$ cat config.mk
export PLATFORM = sky130hd
export DESIGN_NAME = apb_reg_completer
export DESIGN_NICKNAME = d
export VERILOG_FILES = /design/src/rtl/apb_pkg.sv /design/src/rtl/apb_reg_bank.sv /design/src/rtl/apb_reg_completer.sv
export SDC_FILE = /design/constraint.sdc
export NUM_CORES = 1
export LEC_CHECK = 0
export BUFFER_PORTS_ARGS = -buffer_cell sky130_fd_sc_hd__buf_2
export CAP_MARGIN = 25
export CORE_ASPECT_RATIO = 1.1
export CORE_MARGIN = 1
export CORE_UTILIZATION = 40
export CTS_CLUSTER_DIAMETER = 50
export DETAILED_ROUTE_END_ITERATION = 16
export SKIP_LAST_GASP = 1
export SLEW_MARGIN = 20
export SYNTH_ARGS = -nofsm -noshare
export SYNTH_HDL_FRONTEND = slang
export SYNTH_SLANG_ARGS = --single-unit
$ cat constraint.sdc
create_clock -name pclk -period 3.9 [get_ports pclk]
set_input_delay 0.585 -clock pclk [delete_from_list [all_inputs] [get_ports pclk]]
set_output_delay 0.585 -clock pclk [all_outputs]
set_load 0.01 [all_outputs]
$ cat src/rtl/apb_pkg.sv
// Shared definitions for the APB completers: FSM states, error-cause bit positions, lane widths.
package apb_pkg;

    typedef enum logic {
        IDLE   = 1'b0,
        ACCESS = 1'b1
    } apb_state_e;

    localparam int unsigned APB_ERR_RANGE = 0;
    localparam int unsigned APB_ERR_ALIGN = 1;
    localparam int unsigned APB_ERR_RO    = 2;
    localparam int unsigned APB_ERR_PRIV  = 3;
    localparam int unsigned APB_ERR_W     = 4;

    localparam int unsigned APB_STRB_W = 4;
    localparam int unsigned APB_IDX_W  = 6;

endpackage

$ cat src/rtl/apb_reg_bank.sv
// Register storage with byte-strobe write port, read mux and read-only status slot.
module apb_reg_bank
    import apb_pkg::*;
#(
    parameter int unsigned NUM_REGS = 16
) (
    input  logic                  pclk,
    input  logic                  preset,
    input  logic                  we,
    input  logic [APB_IDX_W-1:0]  wr_idx,
    input  logic [31:0]           wdata,
    input  logic [APB_STRB_W-1:0] wstrb,
    input  logic [APB_IDX_W-1:0]  rd_idx,
    output logic [31:0]           rdata,
    input  logic [31:0]           status_in,
    output logic [31:0]           ctrl_out
);

    logic [31:0] regs [NUM_REGS-1];

    always_ff @(posedge pclk or negedge preset) begin
        if (!preset) begin
            for (int unsigned i = 0; i < NUM_REGS - 1; i++) begin
                regs[i] <= '0;
            end
        end else if (we) begin
            for (int unsigned i = 0; i < NUM_REGS - 1; i++) begin
                if (wr_idx == APB_IDX_W'(i)) begin
                    for (int unsigned k = 0; k < APB_STRB_W; k++) begin
                        if (wstrb[k]) begin
                            regs[i][8*k +: 8] <= wdata[8*k +: 8];
                        end
                    end
                end
            end
        end
    end

    // Status slot bypasses storage: prdata captures status_in on the very edge it loads.
    always_comb begin
        rdata = '0;
        if (rd_idx == APB_IDX_W'(NUM_REGS - 1)) begin
            rdata = status_in;
        end else begin
            for (int unsigned i = 0; i < NUM_REGS - 1; i++) begin
                if (rd_idx == APB_IDX_W'(i)) begin
                    rdata = regs[i];
                end
            end
        end
    end

    assign ctrl_out = regs[0];

endmodule

$ cat src/rtl/apb_reg_completer.sv
// APB4 completer for a control/status register bank: wait states, strobes, privilege and error response.
module apb_reg_completer
    import apb_pkg::*;
#(
    parameter logic [31:0] BASE_ADDR   = 32'h0000_0000,
    parameter int unsigned NUM_REGS    = 16,
    parameter int unsigned WAIT_STATES = 1,
    parameter logic [15:0] PRIV_MASK   = 16'h0001
) (
    input  logic                  pclk,
    input  logic                  preset,
    input  logic                  psel,
    input  logic                  penable,
    input  logic [31:0]           paddr,
    input  logic                  pwrite,
    input  logic [2:0]            pprot,
    input  logic [31:0]           pwdata,
    input  logic [APB_STRB_W-1:0] pstrb,
    output logic [31:0]           prdata,
    output logic                  pready,
    output logic                  pslverr,
    input  logic [31:0]           status_in,
    output logic [31:0]           ctrl_out
);

    localparam logic [63:0] PRIV_VEC = 64'(PRIV_MASK);
    localparam logic [31:0] SPAN     = 32'(4 * NUM_REGS);

    apb_state_e            st;
    logic [3:0]            cnt;
    logic [APB_IDX_W-1:0]  idx, lat_idx, rd_idx;
    logic                  lat_write, lat_err;
    logic [31:0]           lat_wdata;
    logic [APB_STRB_W-1:0] lat_strb;
    logic [31:0]           offset, bank_rdata, rd_val;
    logic [APB_ERR_W-1:0]  cause;
    logic                  setup_err, commit;
    logic [1:0]            unused_prot;

    assign unused_prot = pprot[2:1];

    always_comb begin
        offset = paddr - BASE_ADDR;
        idx    = offset[APB_IDX_W+1:2];
        cause  = '0;
        cause[APB_ERR_RANGE] = offset >= SPAN;
        cause[APB_ERR_ALIGN] = offset[1:0] != 2'b00;
        cause[APB_ERR_RO]    = pwrite && (idx == APB_IDX_W'(NUM_REGS - 1));
        cause[APB_ERR_PRIV]  = pwrite && !pprot[0] && PRIV_VEC[idx];
        setup_err = |cause;
    end

    // Before the setup edge the bus fields are still live; afterwards use the latched copies.
    always_comb begin
        rd_idx = (st == IDLE) ? idx : lat_idx;
        rd_val = bank_rdata;
        if (st == IDLE) begin
            if (setup_err || pwrite) rd_val = '0;
        end else begin
            if (lat_err || lat_write) rd_val = '0;
        end
    end

    assign pready  = (st == ACCESS) && (cnt == '0);
    assign pslverr = pready && lat_err;
    assign commit  = pready && psel && penable && lat_write && !lat_err;

    always_ff @(posedge pclk or negedge preset) begin
        if (!preset) begin
            st        <= IDLE;
            cnt       <= '0;
            lat_idx   <= '0;
            lat_write <= 1'b0;
            lat_err   <= 1'b0;
            lat_wdata <= '0;
            lat_strb  <= '0;
            prdata    <= '0;
        end else begin
            case (st)
                IDLE: begin
                    prdata <= '0;
                    if (psel && !penable) begin
                        lat_idx   <= idx;
                        lat_write <= pwrite;
                        lat_err   <= setup_err;
                        lat_wdata <= pwdata;
                        lat_strb  <= pstrb;
                        cnt       <= 4'(WAIT_STATES);
                        st        <= ACCESS;
                        if (WAIT_STATES == 0) prdata <= rd_val;
                    end
                end
                ACCESS: begin
                    if (!psel) begin
                        st     <= IDLE;
                        cnt    <= '0;
                        prdata <= '0;
                    end else if (penable) begin
                        if (cnt == '0) begin
                            st     <= IDLE;
                            prdata <= '0;
                        end else begin
                            cnt <= cnt - 4'd1;
                            if (cnt == 4'd1) prdata <= rd_val;
                        end
                    end
                end
                default: st <= IDLE;
            endcase
        end
    end

    apb_reg_bank #(
        .NUM_REGS (NUM_REGS)
    ) u_bank (
        .pclk      (pclk),
        .preset    (preset),
        .we        (commit),
        .wr_idx    (lat_idx),
        .wdata     (lat_wdata),
        .wstrb     (lat_strb),
        .rd_idx    (rd_idx),
        .rdata     (bank_rdata),
        .status_in (status_in),
        .ctrl_out  (ctrl_out)
    );

endmodule

======== Yosys cells after proc, flatten, opt, wreduce, memory -nomap -nowiden ========
Memories as Yosys holds them, arrays and structs flattened.
Cells that the tools add are included.
cells by class
  add/subtract/negate cells ............... 1
  multipliers ............................. 0
  div/mod/pow operators ................... 0
  order comparisons ....................... 2
  equality and inequality tests ........... 35
  shifts and indexed selects .............. 0
  mux-type cells .......................... 34
  bitwise gates (word level) .............. 1
  reductions and logical operators ........ 82
operator list
  cell                                                         number
  two-way mux 32 bit                                           21
  AND reduction 3 bit                                          61
  equality test 6 x 4 -> 1 bit (second input constant)         16
  case mux 32 bit (2 select lines)                             1
  equality test 6 x 3 -> 1 bit (second input constant)         8
  >= comparator 32 x 7 -> 1 bit (second input constant)        1
  equality test 6 x 2 -> 1 bit (second input constant)         4
  two-way mux 4 bit                                            4
  equality test 6 x 1 -> 1 bit (second input constant)         2
  logical NOT 6 bit                                            2
  logical AND 1 bit                                            10
  case mux 4 bit (2 select lines)                              1
  less-than comparator 6 x 7 -> 1 bit (second input constant)  1
  two-way mux 6 bit                                            1
  inequality test 3 bit (second input constant)                2
  two-way mux 1 bit                                            5
  equality test 4 x 1 -> 1 bit (second input constant)         1
  logical NOT 4 bit                                            1
  inequality test 4 x 2 -> 1 bit (second input constant)       1
  AND reduction 2 bit                                          2
  OR reduction 4 bit                                           1
  subtractor 4 x 1 -> 4 bit (second input constant)            1
  logical NOT 1 bit                                            3
  inequality test 2 x 1 -> 1 bit (second input constant)       1
  4 further kinds                                              4
storage, ports and cells
  register bits after elaboration ......... 561
  bits in latches ......................... 0
  memory bits (writable) .................. 0
  ROM bits ................................ 64
  bits of input ports ..................... 108
  output and inout bits ................... 66
  word-level logic and storage cells ...... 224
  memories ................................ 1
memory list
  name             words  width  read ports  clocked after memory_dff  write ports  line                     RTL
  (no name shown)  64     1      1           0                         0            apb_reg_completer.sv:49  cause[APB_ERR_PRIV] = pwrite && !pprot[0] && PRIV_VEC[idx];

======== Longest topological paths before layout ========
Gate-level depths: netlist of the first run.
  word-level depth ........................ 24
  gate-level depth with buffers ........... 11
  mapped depth without buffers ............ 9

======== Hierarchy ========
A second synthesis of the first run with hierarchy kept.
second synthesis, totals
  cell total of the unflattened synthesis .. 2,003
  area, all modules ....................... 26,183.9 um^2
modules (own cells, without submodules)
  module             times used  cells each  area each (um^2)
  apb_reg_bank       1           1,775       22,848.2
  apb_reg_completer  1           228         3,335.7

======== Worst setup path after synthesis of the first run ========
Ideal clock, no wire load.
  path type ............................... input port to flip-flop
  start point ............................. input port paddr[2]
  end point ............................... register prdata[24]
  data arrival time ....................... 2.325 ns
  data required time ...................... 3.774 ns
  path slack .............................. 1.449 ns
  stages on the path ...................... 9
  cells stage by stage .................... buf_2 -> mux2i_1 -> and2_1 -> buf_2 -> nand3_2 -> nor2_1 -> nor3b_1 -> a221o_1 -> a221o_1
on the way
  word-level cells in the longest chain between the ends .. 24
  elaborated cells on any way between the ends .. 39
  classes of those cells .................. 15 x eq/ne; 23 x mux; 1 x reduce/logical
RTL lines
  element                               line                      RTL
  start: declaration                    apb_reg_completer.sv:14   input logic [31:0] paddr,
  two-way mux 6 bit (*)                 apb_reg_completer.sv:55   rd_idx = (st == IDLE) ? idx : lat_idx;
  logical NOT 6 bit                     apb_reg_bank.sv:46        if (rd_idx == APB_IDX_W'(i)) begin
  two-way mux 32 bit (15 in a row)      apb_reg_bank.sv:46
  two-way mux 32 bit (*)                apb_reg_bank.sv:42        if (rd_idx == APB_IDX_W'(NUM_REGS - 1)) begin
  two-way mux 32 bit (*)                apb_reg_completer.sv:60   if (lat_err || lat_write) rd_val = '0;
  two-way mux 32 bit (*)                apb_reg_completer.sv:104  if (cnt == 4'd1) prdata <= rd_val;
  two-way mux 32 bit (*)                apb_reg_completer.sv:99   if (cnt == '0) begin
  two-way mux 32 bit (*)                apb_reg_completer.sv:98   end else if (penable) begin
  two-way mux 32 bit (*)                apb_reg_completer.sv:94   if (!psel) begin
  case mux 32 bit (2 select lines) (*)  apb_reg_completer.sv:79   case (st)
  end signal: assignment                apb_reg_completer.sv:90   if (WAIT_STATES == 0) prdata <= rd_val;
  end signal: assignment                apb_reg_completer.sv:104
  end: declaration                      apb_reg_completer.sv:19   output logic [31:0] prdata,
Mark *: on every way between the ends. The rest lies on a longest branch, timed or not. The select of a mux whose other input is x is not followed.
A chain may end at the register's enable or synchronous reset.

======== Worst setup path after layout of the first run ========
  start point ............................. register st
  end point ............................... register prdata[17]
on the way
  word-level cells in the longest chain between the ends .. 24
  elaborated cells on any way between the ends .. 43
  classes of those cells .................. 17 x eq/ne; 23 x mux; 1 x bitwise; 2 x reduce/logical
RTL lines
  element                           line                      RTL
  start: declaration                apb_reg_completer.sv:29   apb_state_e st;
  start signal: assignment          apb_reg_completer.sv:70   st <= IDLE;
  start signal: assignment          apb_reg_completer.sv:89   st <= ACCESS;
  start signal: assignment          apb_reg_completer.sv:95   st <= IDLE;
  two-way mux 6 bit                 apb_reg_completer.sv:55
  logical NOT 6 bit                 apb_reg_bank.sv:46
  two-way mux 32 bit (15 in a row)  apb_reg_bank.sv:46
  two-way mux 32 bit                apb_reg_bank.sv:42
  two-way mux 32 bit                apb_reg_completer.sv:60
  two-way mux 32 bit                apb_reg_completer.sv:104
  two-way mux 32 bit                apb_reg_completer.sv:99
  two-way mux 32 bit                apb_reg_completer.sv:98
  two-way mux 32 bit                apb_reg_completer.sv:94
  case mux 32 bit (2 select lines)  apb_reg_completer.sv:79
Parallel ways exist; a longest one is shown, timed or not. The select of a mux whose other input is x is not followed.

==> metrics.csv, run 1 <==
metric,value,unit
status,finished clean,
path_buf_inv,2,
worstPathArrival,3910,ps
timing.critical_path.mode_cell,buf_4,
area_growth_syn_to_layout,18.2,%
crit_type,flip-flop to flip-flop,
synth.top_cell.area_share,0.520,
postCtsSetupBuffers,0,
synthMuxAreaShare,0.220,
place.gp.congestion,0.958,
whs,92.7,ps
die_h,274,um
syn_area,27000,sq um
grt_pass1_wl,154,mm
setup-tns-final,0,ps
rsz0062_at_grt,false,
synthArstFlopShare,1.00,
grt_max_degree,108,
avgSynthCellArea,11.7,sq um
worstPathCellList,buf_4 -> nor3_1 -> a21o_1 -> a22oi_1 -> nor2_1 -> a2111o_1 -> a2111oi_0 -> buf_4 -> o21ai_1,
remaining_drc_errors,0,
yosysWarnings,0,
critPathMaxStageDelay,740,ps
synth_simple_gate_area_frac,0.0734,
rr_startpoint,st,
wl,106,mm
synth-edff-count,0,
drt_iter0_markers,2603,
max_cap_violations,0,
dr.pass1.iters,8,
ant_nets,0,
yosysTopAreaCell,dfrtp_1,
core_region_area,66500,sq um
fin_crit,3450,ps
antenna_cells,0,
avgViaCountPerCell,6.30,
clock_skew,19.1,ps
grt_usage,0.309,
final_nets,2666,
crit_fanout,33,
synth_top_family_by_area,multiplexers,
io_pins,174,
layout.cells.most_common,dfrtp_1,
synthTopCellsByArea,"dfrtp_1 52%, mux2_2 21%, a22oi_1 2.3%",
worstSetupEndpointType,flip-flop,
syn-num-nets,2417,
vias,21800,
netlist_instances,2306,
finalHoldViolCount,0,
crit_path_top_delay_cell,dfrtp_4,
grt_pass1_vias,22000,
required,4360,ps
fp.dieW,250,um
dieArea,68500,sq um
h-tree-depth,3,
pre_cts_slack,328,ps
row_count,99,
hold_class,input port to async pin,
synth_compound_area_frac,0.150,
layout_common_cells,"560 x dfrtp_1, 504 x mux2_2, 186 x buf_4",
wl_per_cell,30.7,um
ys_ff_latch,561,
grt_overflow,0,
cts_buffers,66,
cts_buffer_depth,3,
setup_viol,0,
critPathTopFamily,compound AO/OA/AOI/OAI gates,
slew_headroom,0.325,
place_hpwl,72.3,mm
postCtsResizedCells,0,
power.leakage,0.0148,uW
peakVddDrop,279,uV
cts.clk_slew.worst_paths,60,ps
clock_latency,610,ps
yosys.cell_types.count,80,
postCtsHoldBufs,0,
stdcell_area,31900,sq um
power_density,450,nW/um^2
start_util,0.406,
worst_pin_slew,1010,ps
synthAdderAreaFrac,0.00139,
slew_violations,0,
synth_xor_area_frac,0.000649,
cp-startpoint,st,
antenna_found_initial,3,
worst_setup_path_start_kind,flip-flop,
synth_ff_type,dfrtp_1,
clock.fmax,290,MHz
cts_sinks,561,
place_area,29700,sq um
synth_seq_area_share,0.520,
cts_root_buffer,clkbuf_16,
cts_tree,yes,
drive_gt1_frac,0.404,
worst_slack,450,ps
portBuffers,171,
fin_crit_sh,0.885,
cell families (layout without fill, tap and decap cells):
logic type               Yosys count  in the layout
adder cells (fa/ha/maj)            3              3
AND/OR/NAND/NOR                  421            421
buffers and inverters            203            496
multiplexers                     526            526
flip-flops                       561            561
XOR/XNOR                           2              2
AO/OA/AOI/OAI                    590            590
metal layers:
layer  track usage  vias up  part of all wire  routed length, um
met4         0.182        4             0.061               6490
met1         0.389    11200              0.39              41700
met2         0.490     1161              0.46              48600
li1              -     9066                 -                  -
met5             0        -           0.00024                 26
met3        0.0676      307             0.088               9400
registers in the layout (all words and copies together) (netlist names):
signal and count:
cnt 4, lat_err 1, lat_idx 6, lat_strb 4, lat_wdata 32, lat_write 1, prdata 32, st 1
u_bank.ctrl_out 32, u_bank.regs 448
final cells by class:
type	instances	area, sq um
Fill cell	5931	34600
Clock inverter	21	292
Clock buffer	91	1920
Timing Repair Buffer	367	2460
Multi-Input combinational cell	1542	12100
Sequential cell	561	14000
Tap cell	858	1070
Inverter	17	63.8
where the power goes:
part | switching [uW] | internal (uW)
logic | 1210 | 508
clock network | 2500 | 3840
registers | 395 | 5910
total | 4110 | 10300
stage by stage:
step,utilization,std cells,power [uW]
finish,0.480,3457,14400
global route,0.480,3457,14800
CTS,0.480,3457,14400
detailed placement,0.447,3345,8060
global placement,0.447,3345,8040
floorplan,-,2306,7040
cell usage after synthesis, types with 4 or more instances:
cell	count
mux2_2	504
or2_1	4
a22o_1	30
a22oi_1	82
o2111ai_1	7
buf_1	38
buf_4	37
a222oi_1	16
o21ai_1	26
nor2_2	46
mux2i_1	5
or2_2	4
dfrtp_1	561
buf_2	38
a221o_1	15
and2_1	5
o2bb2ai_1	4
nand2b_1	8
nand3_1	25
nand2_1	123
o21ai_0	116
a41oi_1	4
a221oi_1	14
mux2_1	14
o31ai_1	6
o211ai_1	29
a21o_1	4
nor2_1	131
a211oi_1	20
nor2b_1	6
inv_1	16
a32oi_1	8
nor3_1	24
and3_1	5
o22ai_1	43
a21oi_1	99
o22a_1	5
clkbuf_1	73
a31oi_1	9
nand4_1	7
nor4_1	11
o221ai_1	22
final timing paths:
path / endpoint / slack, ps / depth (start not counted)
setup / recovery: prdata[17] / 450 / 9
hold / removal: lat_wdata[4] / 90 / 1
setup reg to reg: prdata[17] / 450 / 9
hold reg to reg: prdata[4] / 500 / 2
max in group asynchronous: u_bank.regs[359] / 2820 / 2
min in group pclk: lat_wdata[17] / 210 / 2
No activity file was read; power rests on OpenSTA's default activity.
==> run 2, diff against run 1 <==
Clock period 3.9 ns to 3.5 ns, I/O delays scaled along.
==> metrics.csv, run 2 (synthesis gave the netlist of run 1 again) <==
metric,value,unit
clock_skew,25.3,ps
worst_setup_path_start_kind,flip-flop,
rr_startpoint,st,
layout.cells.most_common,dfrtp_1,
postCtsSetupBuffers,0,
drt_iter0_markers,2311,
worst_pin_slew,997,ps
power.leakage,0.0152,uW
rsz0062_at_grt,false,
die_h,274,um
area_growth_syn_to_layout,20.9,%
layout_common_cells,"560 x dfrtp_1, 504 x mux2_2, 207 x buf_4",
cts_tree,yes,
cp-endpoint,prdata[25],
timing.critical_path.mode_cell,buf_4,
setup_viol,0,
clock_latency,640,ps
hold_class,input port to flip-flop,
worstPathArrival,4020,ps
finalHoldViolCount,0,
h-tree-depth,3,
crit_type,flip-flop to flip-flop,
avgViaCountPerCell,6.29,
max_cap_violations,0,
swShare,0.286,
post-place-cells,3375,
ant_nets,0,
grt_usage,0.317,
power_density,520,nW/um^2
combPwrFrac,0.117,
portBuffers,171,
core_region_area,66500,sq um
cts.clk_slew.worst_paths,60,ps
cts_buffer_depth,3,
cp-startpoint,st,
crit_fanout,21,
dr.pass1.iters,5,
clock.fmax,288,MHz
vias,22000,
grt_overflow,0,
wl,109,mm
seq_power_share,0.414,
start_util,0.406,
fp.dieW,250,um
r2r_end,prdata[25],
peakVddDrop,348,uV
p_sw,4860,uW
worstPathCellList,buf_4 -> or3_1 -> nand2_2 -> nand2_1 -> buf_4 -> nor2_1 -> nor4_1 -> buf_4 -> o21ai_1,
antenna_found_initial,0,
top_register,u_bank.regs,
whs,118,ps
cts_sinks,561,
worstSetupEndpointType,flip-flop,
grt_pass1_vias,22200,
final_cells,3506,
drive_gt1_frac,0.417,
dieArea,68500,sq um
p_int,12100,uW
slew_headroom,0.334,
reg2reg_slack,30,ps
grt_pass1_wl,156,mm
largest_reg_flops,448,
cts_root_buffer,clkbuf_16,
io_pins,174,
status,finished clean,
worst-r2r-cell-count,9,
remaining_drc_errors,0,
required,4040,ps
crit_path_top_delay_cell,nand2_1,
wl_per_cell,31.0,um
grt_max_degree,87,
p_clk_frac,0.468,
fin_crit_sh,0.992,
row_count,99,
hp-start,pwdata[30],
fin_crit,3470,ps
slew_violations,0,
final_nets,2704,
cts_buffers,72,
place.gp.congestion,0.974,
critPathMaxStageDelay,650,ps
place_hpwl,73.6,mm
run 2: cell types whose count changed in the layout (fill, tap and decap cells not counted), sizes merged:
cell,change
buf,+31
clkinvlp,+7
clkinv,+6
bufinv,+5
clkbuf,-5
inv,+3
diode,+1
dlygate4sd3,+1
run 2: worst max-delay path: cells and delay by family, from the launching register on:
| family | cells | cell delay [ps] |
|---|---|---|
| flip-flops | 1 | 630 |
| AO/OA/AOI/OAI | 1 | 120 |
| buffers and inverters | 3 | 740 |
| AND/OR/NAND/NOR | 5 | 1860 |
run 2: layout make-up:
type	count	area, sq um
fillers	5910	33900
flip-flops and latches	561	14000
multi-input cells	1542	12100
repair buffers	399	2830
clock buffers	86	1990
well taps	858	1070
clock inverters	42	566
inverters	17	63.8
diodes	1	2.50
run 2: stage by stage:
stage | cell area, sq um | setup slack [ps] | power, uW | utilization | TNS (ps)
6_report | 32600 | 27.3 | 17000 | 0.491 | 0
5_1_grt | 32600 | 22.3 | 17400 | 0.491 | 0
4_1_cts | 32600 | 127 | 17000 | 0.490 | 0
3_5_place_dp | 30100 | -20.6 | 9060 | 0.452 | -22.4
3_3_place_gp | 30100 | 2.23 | 9030 | 0.452 | 0
2_1_floorplan | 27000 | 1110 | 7850 | - | 0
run 2: repair_timing:
action	4_1_cts	5_1_grt
hold buffers	1	0
hold endpoints to repair	57	0
gates resized for setup	0	0
run 2: worst min-delay path by stage:
stage	depth (start not counted)	slack, ps	end
finish	2	120	lat_wdata[30]
global route	2	110	lat_wdata[30]
CTS	2	110	lat_wdata[30]
detailed placement	1	490	u_bank.regs[69]
global placement	1	480	u_bank.regs[78]
floorplan	0	230	cnt[0]
run 2: per-layer routing:
layer / part of all wire / global-route usage
met1: 0.40 / 0.405
met2: 0.47 / 0.511
met4: 0.050 / 0.163
met3: 0.077 / 0.0627
met5: 0 / 0
run 2: power by group through the flow:
stage	combinational, uW	clock, uW	sequential [uW]
after floorplan	1040	0	6810
after global placement	1910	0	7110
after detailed placement	1930	0	7130
after CTS	1940	8040	7010
after global routing	2050	8330	7050
final	1990	7940	7030
==> run 3, diff against run 2 <==
Settings changed: BUFFER_PORTS_ARGS -buffer_cell sky130_fd_sc_hd__buf_2 to -buffer_cell sky130_fd_sc_hd__buf_4.
==> metrics.csv, run 3 (synthesis gave the netlist of run 1 again) <==
metric,value,unit
final_cells,3489,
cts_buffer_depth,3,
final_nets,2691,
cts_root_buffer,clkbuf_16,
cts.clk_slew.worst_paths,60,ps
grt_pass1_wl,156,mm
grt_pass1_vias,22300,
vias,21800,
portBuffers,171,
rsz0062_at_grt,false,
cts_tree,yes,
top_register,u_bank.regs,
post-place-cells,3367,
antenna_found_initial,2,
p_clk_frac,0.440,
place_hpwl,72.5,mm
setup-tns-final,0,ps
finalHoldViolCount,5,
hold_class,input port to async pin,
fp.dieW,250,um
power_density,494,nW/um^2
postCtsHoldBufs,0,
drive_gt1_frac,0.409,
grt_usage,0.315,
required,3990,ps
crit_fanout,13,
slew_violations,0,
wl,108,mm
status,"complete, but fails checks",
crit_type,flip-flop to flip-flop,
ant_nets,0,
row_count,99,
clock.fmax,299,MHz
remaining_drc_errors,0,
clock_latency,610,ps
io_pins,174,
die_h,274,um
peakVddDrop,318,uV
layout.cells.most_common,dfrtp_1,
postCtsResizedCells,0,
cts_buffers,69,
fin_crit,3340,ps
setup_viol,0,
area_growth_syn_to_layout,20.7,%
whs,-31.5,ps
postCtsSetupBuffers,0,
start_util,0.406,
worstPathArrival,3840,ps
dieArea,68500,sq um
post-route-util,0.490,
slew_headroom,0.348,
h-tree-depth,3,
layout_common_cells,"560 x dfrtp_1, 504 x mux2_2, 375 x buf_4",
core_region_area,66500,sq um
swShare,0.291,
wl_per_cell,30.9,um
seq_power_share,0.436,
place.gp.congestion,0.979,
grt_max_degree,93,
p_int,11400,uW
place_area,30300,sq um
pre_cts_slack,245,ps
avgViaCountPerCell,6.25,
stdcell_area,32600,sq um
worstSetupEndpointType,flip-flop,
grt_overflow,0,
worst_slack,158,ps
clock_skew,16.5,ps
failed_checks,hold timing,
dr.pass1.iters,6,
fin_crit_sh,0.955,
worst_setup_path_start_kind,flip-flop,
max_cap_violations,0,
combPwrFrac,0.124,
largest_reg_flops,448,
cts_sinks,561,
drt_iter0_markers,2667,
p_sw,4680,uW
power.leakage,0.0150,uW
worst_pin_slew,975,ps
==> run 3: layout make-up <==
class                      count  area (sq um)
clock buffer                 100          2030
tap                          858          1070
fill                        5933         33900
sequential                   561         14000
inverter                      17          63.8
timing repair buffer         389          3090
multi-input combinational   1542         12100
antenna                        1          2.50
clock inverter                21           211
==> run 3: final timing paths <==
check                      slack, ps                 end  depth (start not counted)        startpoint
min in group pclk                140       lat_wdata[30]                          2        pwdata[30]
max in group asynchronous       2450    u_bank.regs[362]                          3            preset
hold reg to reg                  500    u_bank.regs[295]                          1  u_bank.regs[295]
hold / removal                   -30  u_bank.ctrl_out[4]                          1            preset
setup / recovery                 160          prdata[20]                          8        lat_idx[1]
setup reg to reg                 160          prdata[20]                          8        lat_idx[1]
==> run 3: per-stage QoR <==
step / total power, uW / hold WS, ps
6_report: 16100 / -31.5
5_1_grt: 16500 / 21.8
4_1_cts: 16100 / 6.38
3_5_place_dp: 9050 / 490
3_3_place_gp: 9020 / 484
2_1_floorplan: 7850 / 229
==> run 3: per-layer routing <==
layer  vias up  wire [um]  GRT usage
met5         -         13          0
met4         2       6520      0.179
met3       333       8710     0.0608
met2      1183      49900      0.505
met1     11200      42700      0.400
li1       9121          -          -
==> run 3: power by group through the flow <==
stage	clock network, uW	logic (uW)	registers, uW
6_report	7090	1990	7030
5_1_grt	7430	2050	7050
3_3_place_gp	0	1910	7110
2_1_floorplan	0	1040	6810
4_1_cts	7170	1940	7010
3_5_place_dp	0	1930	7130
==> run 3: critical path: stages (launching register included) <==
cell and delay, ps:
dfrtp_1 710, buf_4 220, mux2_4 380, and2_2 570
nand2_1 410, buf_4 320, o221ai_1 210, a41oi_1 90
a221o_1 290
